### src/rtl/vga_fb_pkg.sv
// Shared constants, types and the frame-buffer address helper for the VGA
// frame-buffer arbiter.
//   Timing defaults : 640x480 visible inside an 800x525 raster.
//   Frame buffer    : 160x120 bytes (RGB332), shown with 4x4 replication.
//   Types           : slot_e names the owner of the RAM port this cycle;
//                     mem_req_t bundles one single-port RAM request.
package vga_fb_pkg;

    localparam int unsigned H_ACTIVE_DFLT = 640;
    localparam int unsigned H_TOTAL_DFLT  = 800;
    localparam int unsigned V_ACTIVE_DFLT = 480;
    localparam int unsigned V_TOTAL_DFLT  = 525;

    localparam int unsigned FB_WIDTH   = 160;
    localparam int unsigned FB_HEIGHT  = 120;
    localparam int unsigned FB_SIZE    = FB_WIDTH * FB_HEIGHT;
    localparam int unsigned FB_ADDR_W  = 15;
    localparam int unsigned SCALE_LOG2 = 2;
    localparam int unsigned PIX_W      = 8;

    // Owner of the shared RAM port in the current cycle.
    typedef enum logic {
        SLOT_WRITE = 1'b0,
        SLOT_READ  = 1'b1
    } slot_e;

    // One single-port RAM request.
    typedef struct packed {
        logic                 we;
        logic [FB_ADDR_W-1:0] addr;
        logic [PIX_W-1:0]     data;
    } mem_req_t;

    // Scan position -> frame-buffer address; row*160 built as row*128 + row*32.
    function automatic logic [FB_ADDR_W-1:0] fb_addr(
        input logic [FB_ADDR_W-1:0] h,
        input logic [FB_ADDR_W-1:0] v
    );
        logic [FB_ADDR_W-1:0] row;
        row = v >> SCALE_LOG2;
        return (row << 7) + (row << 5) + (h >> SCALE_LOG2);
    endfunction

endpackage

### src/rtl/vga_scan_counter.sv
// Raster position counter.
//   i_CLK, i_RESET : pixel clock, asynchronous active-high reset
//   o_H_CNT        : column 0..H_TOTAL-1, advances every cycle
//   o_V_CNT        : line 0..V_TOTAL-1, advances on column wrap
//   o_VISIBLE      : current position lies inside the active area
module vga_scan_counter
    import vga_fb_pkg::*;
#(
    parameter int unsigned H_ACTIVE = H_ACTIVE_DFLT,
    parameter int unsigned H_TOTAL  = H_TOTAL_DFLT,
    parameter int unsigned V_ACTIVE = V_ACTIVE_DFLT,
    parameter int unsigned V_TOTAL  = V_TOTAL_DFLT,
    parameter int unsigned H_W      = $clog2(H_TOTAL),
    parameter int unsigned V_W      = $clog2(V_TOTAL)
) (
    input  logic           i_CLK,
    input  logic           i_RESET,
    output logic [H_W-1:0] o_H_CNT,
    output logic [V_W-1:0] o_V_CNT,
    output logic           o_VISIBLE
);

    logic [H_W-1:0] r_h_cnt;
    logic [V_W-1:0] r_v_cnt;

    // Column/line counters with wrap.
    always_ff @(posedge i_CLK or posedge i_RESET) begin
        if (i_RESET) begin
            r_h_cnt <= '0;
            r_v_cnt <= '0;
        end else if (r_h_cnt == H_W'(H_TOTAL - 1)) begin
            r_h_cnt <= '0;
            r_v_cnt <= (r_v_cnt == V_W'(V_TOTAL - 1)) ? '0 : r_v_cnt + V_W'(1);
        end else begin
            r_h_cnt <= r_h_cnt + H_W'(1);
        end
    end

    assign o_H_CNT   = r_h_cnt;
    assign o_V_CNT   = r_v_cnt;
    assign o_VISIBLE = (r_h_cnt < H_W'(H_ACTIVE)) & (r_v_cnt < V_W'(V_ACTIVE));

endmodule

### src/rtl/vga_fb_arbiter.sv
// Frame-buffer arbiter: shares one single-port RAM between the VGA scan-out
// and game-logic writes. Every fourth visible column is a read slot; every
// other cycle is a write slot.
//   i_CLK, i_RESET            : pixel clock, asynchronous active-high reset
//   i_WR_REQ/ADDR/DATA        : write request (held until o_WR_ACK)
//   o_WR_ACK                  : write taken this cycle (combinational)
//   o_MEM_ADDR/WE/WDATA       : RAM port (combinational)
//   i_MEM_RDATA               : RAM data, one cycle after address
//   o_RGB, o_DE               : registered pixel and display enable
//   o_FRAME_START             : combinational pulse at scan position (0,0)
module vga_fb_arbiter
    import vga_fb_pkg::*;
#(
    parameter int unsigned H_ACTIVE = H_ACTIVE_DFLT,
    parameter int unsigned H_TOTAL  = H_TOTAL_DFLT,
    parameter int unsigned V_ACTIVE = V_ACTIVE_DFLT,
    parameter int unsigned V_TOTAL  = V_TOTAL_DFLT
) (
    input  logic                 i_CLK,
    input  logic                 i_RESET,
    input  logic                 i_WR_REQ,
    input  logic [FB_ADDR_W-1:0] i_WR_ADDR,
    input  logic [PIX_W-1:0]     i_WR_DATA,
    output logic                 o_WR_ACK,
    output logic [FB_ADDR_W-1:0] o_MEM_ADDR,
    output logic                 o_MEM_WE,
    output logic [PIX_W-1:0]     o_MEM_WDATA,
    input  logic [PIX_W-1:0]     i_MEM_RDATA,
    output logic [PIX_W-1:0]     o_RGB,
    output logic                 o_DE,
    output logic                 o_FRAME_START
);

    localparam int unsigned H_W = $clog2(H_TOTAL);
    localparam int unsigned V_W = $clog2(V_TOTAL);

    logic [H_W-1:0]       w_h_cnt;
    logic [V_W-1:0]       w_v_cnt;
    logic                 w_visible;
    logic                 w_read_slot;
    logic                 w_addr_ok;
    logic [FB_ADDR_W-1:0] w_fb_addr;
    slot_e                w_slot;
    mem_req_t             w_mem;

    logic                 r_vis_d1;
    logic                 r_rd_d1;
    logic                 r_de;
    logic [PIX_W-1:0]     r_pix;
    logic [PIX_W-1:0]     r_rgb;

    vga_scan_counter #(
        .H_ACTIVE (H_ACTIVE),
        .H_TOTAL  (H_TOTAL),
        .V_ACTIVE (V_ACTIVE),
        .V_TOTAL  (V_TOTAL),
        .H_W      (H_W),
        .V_W      (V_W)
    ) u_scan (
        .i_CLK     (i_CLK),
        .i_RESET   (i_RESET),
        .o_H_CNT   (w_h_cnt),
        .o_V_CNT   (w_v_cnt),
        .o_VISIBLE (w_visible)
    );

    // One fetch per 4-pixel group, at the first column of the group.
    assign w_read_slot = w_visible & (w_h_cnt[SCALE_LOG2-1:0] == '0);
    assign w_slot      = w_read_slot ? SLOT_READ : SLOT_WRITE;
    assign w_fb_addr   = fb_addr(FB_ADDR_W'(w_h_cnt), FB_ADDR_W'(w_v_cnt));
    // Out-of-range writes are acknowledged but dropped.
    assign w_addr_ok   = i_WR_ADDR < FB_ADDR_W'(FB_SIZE);

    // RAM port mux; the scan-out read always wins its slot.
    always_comb begin
        w_mem.we   = 1'b0;
        w_mem.addr = i_WR_ADDR;
        w_mem.data = i_WR_DATA;
        o_WR_ACK   = 1'b0;
        case (w_slot)
            SLOT_READ: w_mem.addr = w_fb_addr;
            default: begin
                o_WR_ACK = i_WR_REQ & ~i_RESET;
                w_mem.we = i_WR_REQ & ~i_RESET & w_addr_ok;
            end
        endcase
    end

    assign o_MEM_ADDR  = w_mem.addr;
    assign o_MEM_WE    = w_mem.we;
    assign o_MEM_WDATA = w_mem.data;

    // Two-stage display pipeline: address cycle, RAM data cycle, then display.
    always_ff @(posedge i_CLK or posedge i_RESET) begin
        if (i_RESET) begin
            r_vis_d1 <= 1'b0;
            r_rd_d1  <= 1'b0;
            r_de     <= 1'b0;
            r_pix    <= '0;
            r_rgb    <= '0;
        end else begin
            r_vis_d1 <= w_visible;
            r_rd_d1  <= w_read_slot;
            r_de     <= r_vis_d1;
            if (r_rd_d1) begin
                r_pix <= i_MEM_RDATA;
            end
            // Fresh RAM data bypasses the pixel register so it shows without extra delay.
            if (!r_vis_d1) begin
                r_rgb <= '0;
            end else if (r_rd_d1) begin
                r_rgb <= i_MEM_RDATA;
            end else begin
                r_rgb <= r_pix;
            end
        end
    end

    assign o_RGB = r_rgb;
    assign o_DE  = r_de;

    assign o_FRAME_START = ~i_RESET & (w_h_cnt == '0) & (w_v_cnt == '0);

endmodule

### config.mk
export PLATFORM = sky130hd
export DESIGN_NAME = vga_fb_arbiter
export DESIGN_NICKNAME = d
export VERILOG_FILES = /design/src/rtl/vga_fb_pkg.sv /design/src/rtl/vga_scan_counter.sv /design/src/rtl/vga_fb_arbiter.sv
export SDC_FILE = /design/constraint.sdc
export NUM_CORES = 1
export LEC_CHECK = 0
export CORE_UTILIZATION = 52
export CTS_CLUSTER_DIAMETER = 150
export CTS_CLUSTER_SIZE = 30
export DETAILED_ROUTE_END_ITERATION = 10
export HOLD_SLACK_MARGIN = 0.12
export PLACE_DENSITY = 0.86
export SLEW_MARGIN = 30
export SYNTH_ARGS = -nofsm -noshare
export SYNTH_HDL_FRONTEND = slang
export SYNTH_HIERARCHICAL = 1
export SYNTH_SLANG_ARGS = --single-unit
export TNS_END_PERCENT = 10
### constraint.sdc
create_clock -name i_CLK -period 5 [get_ports i_CLK]
set_clock_uncertainty 0.05 [all_clocks]
set_input_delay 1.5 -clock i_CLK [delete_from_list [all_inputs] [get_ports i_CLK]]
set_output_delay 1.5 -clock i_CLK [all_outputs]
set_load 0.01 [all_outputs]
After elaboration in Yosys (flattened, before gate mapping) --
Index checks and enable logic that the tools add are counted.
Operators by class: reductions and logical operators 3, mux-type cells 8, equality and inequality tests 2, order comparisons 3, bitwise operators 7, add/sub/neg operators 4
Operators with widths (count):
- adder 10 x 1 -> 10 bit, second input constant | 2
- equality test 10 bit, second input constant | 2
- zero test 10 bit | 2
- two-way mux 10 bit | 2
- two-way mux 8 bit | 2
- adder 15 x 13 -> 15 bit | 1
- adder 15 x 8 -> 15 bit | 1
- less-than comparator 15 bit, second input constant | 1
- two-way mux 15 bit | 1
- less-than comparator 10 bit, second input constant | 1
- less-than comparator 10 x 9 -> 1 bit, second input constant | 1
- bitwise AND 1 bit | 6
- two-way mux 1 bit | 3
- zero test 2 bit | 1
- NOT 1 bit | 1
Word-level totals: register bits 39, input port bits 34

Longest topological paths before layout --
depth in word-level cells 5, mapped depth 9, mapped depth without buffers 9

Modules after synthesis --
The synthesis kept the hierarchy.
By module, submodules not included:
- vga_fb_arbiter | cells each 135, seq. area each 475.5 um^2, area an instance 1396.3 um^2, times used 1
- vga_scan_counter | cells each 97, seq. area each 500.5 um^2, area an instance 1041.0 um^2, times used 1

Least setup slack after synthesis --
Ideal clock, no wire load.
path type input-to-output, from in i_RESET, to out o_MEM_WE, stages on the path 3, buffers on the path 0, arrival time 2.563 ns, data required time 3.450 ns, path slack 0.887 ns, path through inv_1 > and3_1 > a21boi_0
On the way: cells in the longest elaborated chain, start to end 4
Ends and longest elaborated chain:
- start: declaration | line vga_fb_arbiter.sv:20 | input logic i_RESET,
- NOT 1 bit | line vga_fb_arbiter.sv:84 | w_mem.we = i_WR_REQ & ~i_RESET & w_addr_ok;
- bitwise AND 1 bit (2 in a row) | line vga_fb_arbiter.sv:84
- two-way mux 1 bit | line vga_fb_arbiter.sv:80 | case (w_slot)
- end: declaration | line vga_fb_arbiter.sv:26 | output logic o_MEM_WE,
No other way between the ends.

Worst setup path after layout --
from reg u_scan.r_h_cnt[9] (netlist: u_scan/o_H_CNT[9]), to out o_MEM_ADDR[14]
On the way: cells in the longest elaborated chain, start to end 5
Ends and longest elaborated chain:
- start: declaration | line vga_scan_counter.sv:23 | logic [H_W-1:0] r_h_cnt;
- start signal: assignment | line vga_scan_counter.sv:35 | r_h_cnt <= r_h_cnt + H_W'(1);
- less-than comparator 10 bit | line vga_scan_counter.sv:41 | assign o_VISIBLE = (r_h_cnt < H_W'(H_ACTIVE)) & (r_v_cnt < V_W'(V_ACTIVE));
- bitwise AND 1 bit | line vga_scan_counter.sv:41
- bitwise AND 1 bit | line vga_fb_arbiter.sv:68 | assign w_read_slot = w_visible & (w_h_cnt[SCALE_LOG2-1:0] == '0);
- two-way mux 1 bit | line vga_fb_arbiter.sv:69 | assign w_slot = w_read_slot ? SLOT_READ : SLOT_WRITE;
- two-way mux 15 bit (*) | line vga_fb_arbiter.sv:80
- end: declaration | line vga_fb_arbiter.sv:25 | output logic [FB_ADDR_W-1:0] o_MEM_ADDR,
Mark *: on every way between the ends. The rest lies on a longest branch, timed or not.

==> results.toml <==
[run_status]
status = "complete, but fails checks"
violations = "DRC"

[clock_network]
root_buffer = "clkbuf_8"
cts_made_buffers = 5
cts.sink_count = 39
clk_latency_ps = 300
cts_tree = "built"
cts_buffer_depth = 2
clkTransAtPathRegs_ps = 80
hold_buffers = 0
cts_max_level = 2

[finish]
multi_input_area_um2 = 1330
register_area_um2 = 977.2
diodes = 0
finalNetCount = 333
final_layout_size_suffix_gt1_share_pct = 14.64
syn_to_final_growth_pct = 25.15
fin_area_um2 = 3050
nFillCells = 340

[power]
p_leak_uw = 0.001434
p_per_area_nw_per_um2 = 214.8
ir_worst_vdd_uv = 137.6

[synth]
syn_nets = 286
synthCells = 232
synth_warnings = 6
synth_area_leaders = "dfrtp_1, ha_1, mux2_2"
synth_area_per_cell_um2 = 10.51
synth_top_area_cell = "dfrtp_1"
async_flop_share_pct = 100.0
netlist-cell-type-count = 49
synth.top_cell.area_share_pct = 40.04
synth-main-ff-cell = "dfrtp_1"
synth-edff-count = 0
synth_seq_area_share_pct = 40.04
syn_area_um2 = 2437
synth-seq-cells = 39

[drt]
via_per_inst = 5.825
drt_iter0_markers = 124
drc = 13
wl_per_cell_um = 15.51
wl_mm = 5.149
firstDrtPassIters = 7
drtAntennaViolNets = 0
route.vias.total = 1934

[die]
die_w_um = 70.47
die_h_um = 70.47
die_area_um2 = 4965
core_area_um2 = 4444
row_count = 24
boundaryPins = 69
initial_core_util_pct = 54.84

[global_route]
grtUsageMet3_pct = 5.051
use_met2_pct = 37.43
grt_pass1_vias = 1950
antenna_found_initial = 0
grt_usage_pct = 22.32
grt_max_degree = 21
grt_pass1_wl_mm = 8.811
gr-usage-met1_pct = 28.76
grt.busiest_layer = "met2"
overflow = 0

[min_path]
whs_path_depth = 1
hold_class = "reg -> reg"

[setup_path]
crit_path_max_fanout = 6
crit_required_ps = 3450
crit_path_start_kind = "register"
crit_arrival_ps = 3270
path_class = "reg -> out"
r2r_cells = 4
crit_path_end_kind = "primary output"

[placement]
post-dp-hpwl_mm = 3.779
place_congestion = 0.9267
io_buffers = 52
placed_cell_area_um2 = 2937

[timing]
period_share_pct = 96.45
max_slew.worst_pin.slew_ps = 781.8
finalHoldViolCount = 0
period_minus_slack_ps = 4823
tns_ps = 0
finalSetupViolations = 0
clock.fmax_ghz = 0.2074
slew-limit-headroom_pct = 47.82
rsz0062_at_grt = "false"
drv_slew = 0

[job]
drv_cap = 0
## routing by layer
layer	routed length, µm	share of wire (%)	vias up
met1	2223	43	946
met3	321	6.2	5
met5	0	0	-
li1	-	-	920
met2	2555	50	63
met4	48	0.93	0
## layout by cell type, fill, tap and decap left out, types with 2 or more instances in the layout
cell type        Yosys  final
and3_1               6      6
xnor2_1              6      6
clkdlybuf4s50_1      0     52
nor3_1               5      5
nand3_1              5      5
xor2_1               9      9
inv_1               10     10
nor2_1              10     10
a211oi_2             2      2
nand2_1             16     16
nor4_1               5      5
and2_1               8      8
a21oi_1              6      6
a21o_1               4      4
and4_1               3      3
mux2_2              17     17
clkbuf_8             0      5
o211ai_1             2      2
o21ai_1              6      6
a211o_1              3      3
dfrtp_1             39     38
nand4_1              4      4
o21ai_0              9      9
ha_1                18     18
fa_1                 2      2
a211oi_1             2      2
## cells in the mapped netlist, types with 2 or more instances
cell,instances
ha_1,18
mux2_2,17
nand2_1,16
a211oi_2,2
xnor2_1,6
a21oi_1,6
xor2_1,9
nor2_1,10
fa_1,2
and4_1,3
buf_2,3
a21o_1,4
a211oi_1,2
buf_4,9
o21ai_0,9
inv_1,10
nand3_1,5
a211o_1,3
and2_1,8
nand4_1,4
o211ai_1,2
o21ai_1,6
nor3_1,5
and3_1,6
dfrtp_1,39
nor4_1,5
## kinds of logic (layout without fill, tap and decap cells)
kind of cell / after synthesis / in the layout / synth area share [%]
and+or+nand+nor: 73 / 73 / 17.66
AOI/OAI and AO/OA: 45 / 45 / 12.78
DFF: 39 / 39 / 40.04
buffers and inverters: 23 / 71 / 5.390
adders and majority gates: 20 / 20 / 10.88
muxes: 17 / 17 / 7.854
xor gates and xnor gates: 15 / 15 / 5.390
## final timing paths
check                                  start                 to  slack (ps)
max                        u_scan/o_H_CNT[9]     o_MEM_ADDR[14]         180
min                                 r_pix[5]           r_pix[5]         440
max reg2reg                u_scan/o_V_CNT[5]            r_rd_d1        2960
min reg2reg                         r_pix[5]           r_pix[5]         440
max in group asynchronous            i_RESET  u_scan/o_V_CNT[2]        2680
min in group asynchronous            i_RESET           r_pix[0]        1610
## flip-flops by register name, summed over array words and instances, names as in the netlist
register and count:
o_DE 1, o_RGB 8, r_pix 8, r_rd_d1 1
r_vis_d1 1, u_scan/o_H_CNT 10, u_scan/o_V_CNT 10
## what timing repair did
item	4_1_cts	5_1_grt
setup endpoints to repair	0	2
resized for setup	0	1
buffers inserted	0	0
## final cells by class
| class | count | area share (%) |
|---|---|---|
| Clock buffer | 5 | 2.256 |
| Clock inverter | 3 | 1.436 |
| Inverter | 10 | 1.231 |
| Multi-Input combinational cell | 170 | 43.60 |
| Sequential cell | 39 | 32.03 |
| Tap cell | 52 | 2.133 |
| Timing Repair Buffer | 53 | 17.31 |
## report_power, final
group | internal [µW] | switching (µW)
clock network | 149 | 116
logic | 43.1 | 24.0
registers | 322 | 1.63
## critical path, cell delays in order (launching register included)
cell,delay (ps)
dfrtp_1,440
inv_1,90
fa_1,530
inv_1,60
fa_1,500
a211oi_2,300
o21bai_2,130
o21ai_2,150
xor2_1,90
o21ai_1,130
clkdlybuf4s50_1,550
## metrics by stage
stage	hold slack [ps]	cells	setup WS [ps]	power (µW)	util, %
final	444.2	332	177.3	655.2	68.64
after global routing	460.3	332	2.712	680.4	68.64
after CTS	449.5	332	103.4	659.4	68.61
after detailed placement	431.2	324	322.4	397.4	66.08
after global placement	424.3	324	335.8	395.8	66.08
after floorplan	381.0	232	887.1	359.0	-
Power figures use the tool's default switching activity.
